$ cat config.mk
export PLATFORM = sky130hd
export DESIGN_NAME = result_serializer
export DESIGN_NICKNAME = d
export VERILOG_FILES = /design/src/rtl/matcalc_pkg.sv /design/src/rtl/ser_beat_counter.sv /design/src/rtl/result_serializer.sv
export SDC_FILE = /design/constraint.sdc
export NUM_CORES = 1
export LEC_CHECK = 0
export BUFFER_PORTS_ARGS = -buffer_cell sky130_fd_sc_hd__buf_2
export CAP_MARGIN = 5
export CORE_UTILIZATION = 30
export CTS_CLUSTER_SIZE = 40
export DETAILED_ROUTE_END_ITERATION = 16
export HOLD_SLACK_MARGIN = 0.03
export PLACE_DENSITY = 0.57
export SYNTH_ARGS = -nofsm -noshare
export SYNTH_HDL_FRONTEND = slang
export SYNTH_SLANG_ARGS = --single-unit
$ cat constraint.sdc
create_clock -name clock -period 3.8 [get_ports clock]
set_input_delay 0.38 -clock clock [delete_from_list [all_inputs] [get_ports clock]]
set_output_delay 0.38 -clock clock [all_outputs]
set_load 0.05 [all_outputs]
$ cat src/rtl/matcalc_pkg.sv
// ============================================================================
// matcalc_pkg -- shared types and widths for the result serializer.
// Revision: 1.0 - initial release
// ============================================================================
`default_nettype none

package matcalc_pkg;

    typedef enum logic {
        IDLE = 1'b0,
        SEND = 1'b1
    } ser_state_t;

    localparam int RESULT_WIDTH = 160;
    localparam int BYTE_WIDTH   = 8;

endpackage

`default_nettype wire

$ cat src/rtl/ser_beat_counter.sv
// ============================================================================
// ser_beat_counter -- beat index within a frame, with clear and enable.
// Revision: 1.0 - initial release
// ============================================================================
`default_nettype none

module ser_beat_counter #(
    parameter int WIDTH = 5
) (
    input  logic             clock,
    input  logic             rst_n,
    input  logic             clear,
    input  logic             enable,
    output logic [WIDTH-1:0] count
);

    always_ff @(posedge clock or negedge rst_n) begin
        if (!rst_n) begin
            count <= '0;
        end else if (clear) begin
            count <= '0;
        end else if (enable) begin
            count <= count + WIDTH'(1);
        end
    end

endmodule

`default_nettype wire

$ cat src/rtl/result_serializer.sv
// ============================================================================
// result_serializer -- parallel frame to MSB-first beat stream, valid/ready.
// Optional out_parity port enabled by macro RESULT_SERIALIZER_PARITY_EN.
// Revision: 1.0 - initial release
// ============================================================================
`default_nettype none

module result_serializer
    import matcalc_pkg::*;
#(
    parameter int IN_WIDTH  = RESULT_WIDTH,
    parameter int OUT_WIDTH = BYTE_WIDTH
) (
    input  logic                 clock,
    input  logic                 rst_n,
    input  logic                 load_valid,
    output logic                 load_ready,
    input  logic [IN_WIDTH-1:0]  load_data,
    output logic                 out_valid,
    input  logic                 out_ready,
    output logic [OUT_WIDTH-1:0] out_data,
    output logic                 out_last,
`ifdef RESULT_SERIALIZER_PARITY_EN
    output logic                 out_parity,
`endif
    output logic                 busy
);

    localparam int BEATS = IN_WIDTH / OUT_WIDTH;
    localparam int CNT_W = (BEATS > 1) ? $clog2(BEATS) : 1;
    localparam logic [CNT_W-1:0] LAST_BEAT = CNT_W'(BEATS - 1);

    if ((IN_WIDTH % OUT_WIDTH) != 0 || BEATS < 2) begin : g_bad_cfg
        $error("result_serializer: IN_WIDTH must be a multiple of OUT_WIDTH with at least 2 beats");
    end

    ser_state_t            state;
    ser_state_t            state_next;
    logic [IN_WIDTH-1:0]   shift_reg;
    logic [CNT_W-1:0]      beat_cnt;
    logic                  accept;
    logic                  xfer;
    logic                  at_last;

    assign at_last = (beat_cnt == LAST_BEAT);
    assign accept  = load_valid && load_ready;
    assign xfer    = out_valid && out_ready;

    ser_beat_counter #(
        .WIDTH (CNT_W)
    ) u_beat_counter (
        .clock  (clock),
        .rst_n  (rst_n),
        .clear  (accept),
        .enable (xfer && !at_last),
        .count  (beat_cnt)
    );

    always_ff @(posedge clock or negedge rst_n) begin
        if (!rst_n) begin
            state     <= IDLE;
            shift_reg <= '0;
        end else begin
            state <= state_next;
            if (accept) begin
                shift_reg <= load_data;
            end else if (xfer) begin
                shift_reg <= {shift_reg[IN_WIDTH-OUT_WIDTH-1:0], {OUT_WIDTH{1'b0}}};
            end
        end
    end

    // Outputs decode from state only, so reset clears them without a clock edge.
    always_comb begin
        state_next = state;
        load_ready = 1'b0;
        out_valid  = 1'b0;
        busy       = 1'b0;
        out_data   = '0;
        out_last   = 1'b0;
        case (state)
            IDLE: begin
                load_ready = 1'b1;
                if (load_valid) begin
                    state_next = SEND;
                end
            end
            SEND: begin
                out_valid = 1'b1;
                busy      = 1'b1;
                out_data  = shift_reg[IN_WIDTH-1 -: OUT_WIDTH];
                out_last  = at_last;
                if (out_ready && at_last) begin
                    state_next = IDLE;
                end
            end
            default: begin
                state_next = IDLE;
            end
        endcase
    end

`ifdef RESULT_SERIALIZER_PARITY_EN
    assign out_parity = ^out_data;
`endif

endmodule

`default_nettype wire

==> out/results.txt <==
Via Count = 6618
HPWL Detailed = 13400 um
CTS Sinks = 166
Final Slew Violations = 0
# IOs = 176
Leakage = 0.00426 uW
r2r endpoint = shift_reg[97]$_DFFE_PN0P_
Crit Path Max Fanout = 47
Vias/cell = 4.83
Max IR drop VDD = 274 uV
outcome = finished, final reports clean
unique cell type count in the Yosys netlist = 24
Post-synth EDFFs = 0
# fillers = 2567
Global Route Usage Sum = 16.4%
Slew HR = 43.7%
clk_skew = 14.7 ps
Placed Instances = 1338
crit start category = flop
Top Metal Used = met5
row count = 57
Worst Hold Slack = 175 ps
worst skew pair latency = 430 ps
Avg Cell Area, Syn = 8.33 sq um
vias in the first global route = 6346
Synth Net Count = 1068
FFs w/ async S/R, synth = 100%
Area growth, synth to finish = 22.1%
# port buffers = 175
met3 wire length = 1260 um
worst min-delay path category = primary input to flop
CP required = 4140 ps
Starting Density = 30.8%
Main synth FF type = dfrtp_1
clock network fraction of total power = 31.0%
Combinational Power Share = 23.1%
first-pass GRT wire length = 33500 um
nets = 1199
final setup vio count = 0
fraction of layout cells with a size suffix above 1 = 20.9%
# diodes = 0
PwrDens = 647 nW/um^2
register bit total from synthesis = 166
unrepaired setup endpoints after global routing = no
Synth Warn # = 0
register area share after synthesis = 55.2%
Max clock buf depth = 2
worst slew pin tran = 845 ps
root buffer cell = clkbuf_16
Final ANT Viol Nets = 0
total of max-cap violations = 0
Arr. time, crit path = 2690 ps
largest net degree at the start of global routing = 114
met2 WL = 9280 um
core footprint = 24500 sq um
R2R depth = 4
Worst Hold Depth = 3
Net Sw Frac = 33.3%
Hold Crit Endpoint = shift_reg[0]$_DFFE_PN0P_
Final min period = 2350 ps
Die H = 160 um
Post-Layout Cell Count = 1371
max FFs per register = 160
CTS tree = yes
Critical Path End Type = flop
total wire length = 20700 um
DRT Pass-1 Iters = 7
worst r2r src = state$_DFF_PN0_
worst reg-to-reg setup slack = 1450 ps
chip width = 160 um
met1 WL = 9970 um
type of the worst setup path = flop to flop
Total Die Area = 25700 sq um
Clk pin slew, worst setup/hold paths = 70 ps
H-tree depth = 4
Power Internal = 3960 uW
switching power = 1980 uW
DRC errors left = 0
initial antenna violation count = 3
grt total ovfl = 0
CTS Buf Count = 17
Final Cycle Share = 61.9%
GPL Wtd Cong = 0.794
hold_sp = load_data[0]
Peak Freq = 425 MHz
Synth Cell Area = 7530 sq um
sequential power share = 45.8%
Avg WL per Cell = 15.1 um
Fin. Hold Viols = 0
CP startpoint = state$_DFF_PN0_
Mapped Cells = 903
Fin Setup TNS = 0 ps
violation count after the first detailed-route iteration = 534
[worst max-delay path, stage by stage (launching register included)]
cell and delay [ps]:
dfrtp_1 820, nand2b_4 550, buf_4 540, nand2_1 120, a31oi_1 190
[synthesized netlist by cell type (all sizes together) (2+ instances only)]
| library cell | number | area (sq um) |
|---|---|---|
| nand2 | 323 | 1220 |
| clkbuf | 26 | 97.6 |
| o31ai | 3 | 22.5 |
| and2 | 10 | 62.6 |
| a21oi | 10 | 50.1 |
| a31oi | 152 | 951 |
| buf | 47 | 299 |
| nand3 | 2 | 10.0 |
| dfrtp | 166 | 4150 |
| o211ai | 2 | 15.0 |
| nor2 | 153 | 574 |
[repair_timing]
item | in CTS | in global routing
gates resized for setup | 0 | 0
buffers inserted | 0 | 0
endpoints found under the hold margin | 62 | 0
hold buffers | 1 | 0
[logic make-up after synthesis]
| kind of cell | after synthesis | synth area share, % |
|---|---|---|
| buffers and inverters | 74 | 5.32 |
| AO/OA/AOI/OAI | 168 | 13.9 |
| adder cells (fa/ha/maj) | 1 | 0.166 |
| multiplexers | 1 | 0.133 |
| flip-flops | 166 | 55.2 |
| AND/OR/NAND/NOR | 493 | 25.3 |
[power groups by stage]
stage	Combinational, uW	Clock, uW	Sequential [uW]
floorplan	1040	0	2620
global route	1560	1970	2800
finish	1370	1840	2720
CTS	1390	1890	2730
global placement	1350	0	2760
detailed placement	1380	0	2750
[cells in the final DEF, fill, tap and decap left out, types with 2 or more instances in the layout]
master / Yosys / layout
nand3_1: 2 / 2
clkinv_2: 0 / 2
nand2_1: 322 / 322
o211ai_1: 2 / 2
bufinv_16: 0 / 3
dfrtp_1: 166 / 166
and2_1: 10 / 10
buf_12: 0 / 4
inv_6: 0 / 2
o31ai_1: 3 / 3
buf_2: 29 / 174
a21oi_1: 10 / 10
buf_4: 3 / 5
clkinv_4: 0 / 4
nor2_1: 153 / 153
a31oi_1: 152 / 152
inv_8: 0 / 3
clkbuf_16: 0 / 17
[final cells by class]
type	instances	area, sq um	area share, %
well taps	324	405	4.41
multi-input cells	663	3000	32.6
clock buffers	17	425	4.63
clock inverters	15	194	2.11
flip-flops and latches	166	4150	45.2
repair buffers	185	1010	11.0
inverters	1	3.75	0.0409
[worst max path at each step]
| stage | slack, ps | end |
|---|---|---|
| 2_1_floorplan | 1880 | out_data[0] |
| 3_3_place_gp | 1540 | shift_reg[105]$_DFFE_PN0P_ |
| 3_5_place_dp | 1410 | shift_reg[97]$_DFFE_PN0P_ |
| 4_1_cts | 1410 | shift_reg[97]$_DFFE_PN0P_ |
| 5_1_grt | 1260 | shift_reg[97]$_DFFE_PN0P_ |
| 6_report | 1450 | shift_reg[97]$_DFFE_PN0P_ |
[through the flow]
stage          power (uW)  setup WS (ps)  area (sq um)  util (%)
6_report             5940           1450          9190      37.6
5_1_grt              6330           1260          9190      37.6
4_1_cts              6010           1410          9190      37.6
3_5_place_dp         4130           1410          8560      35.0
3_3_place_gp         4110           1540          8560      35.0
2_1_floorplan        3660           1880          7530         -
[metal layers]
metal	track usage (%)	up-vias
li1	-	3266
met1	23.5	3154
met2	24.4	177
met3	4.55	15
met4	3.64	6
met5	0	-
Note: power is estimated with default switching activity, not from simulation.
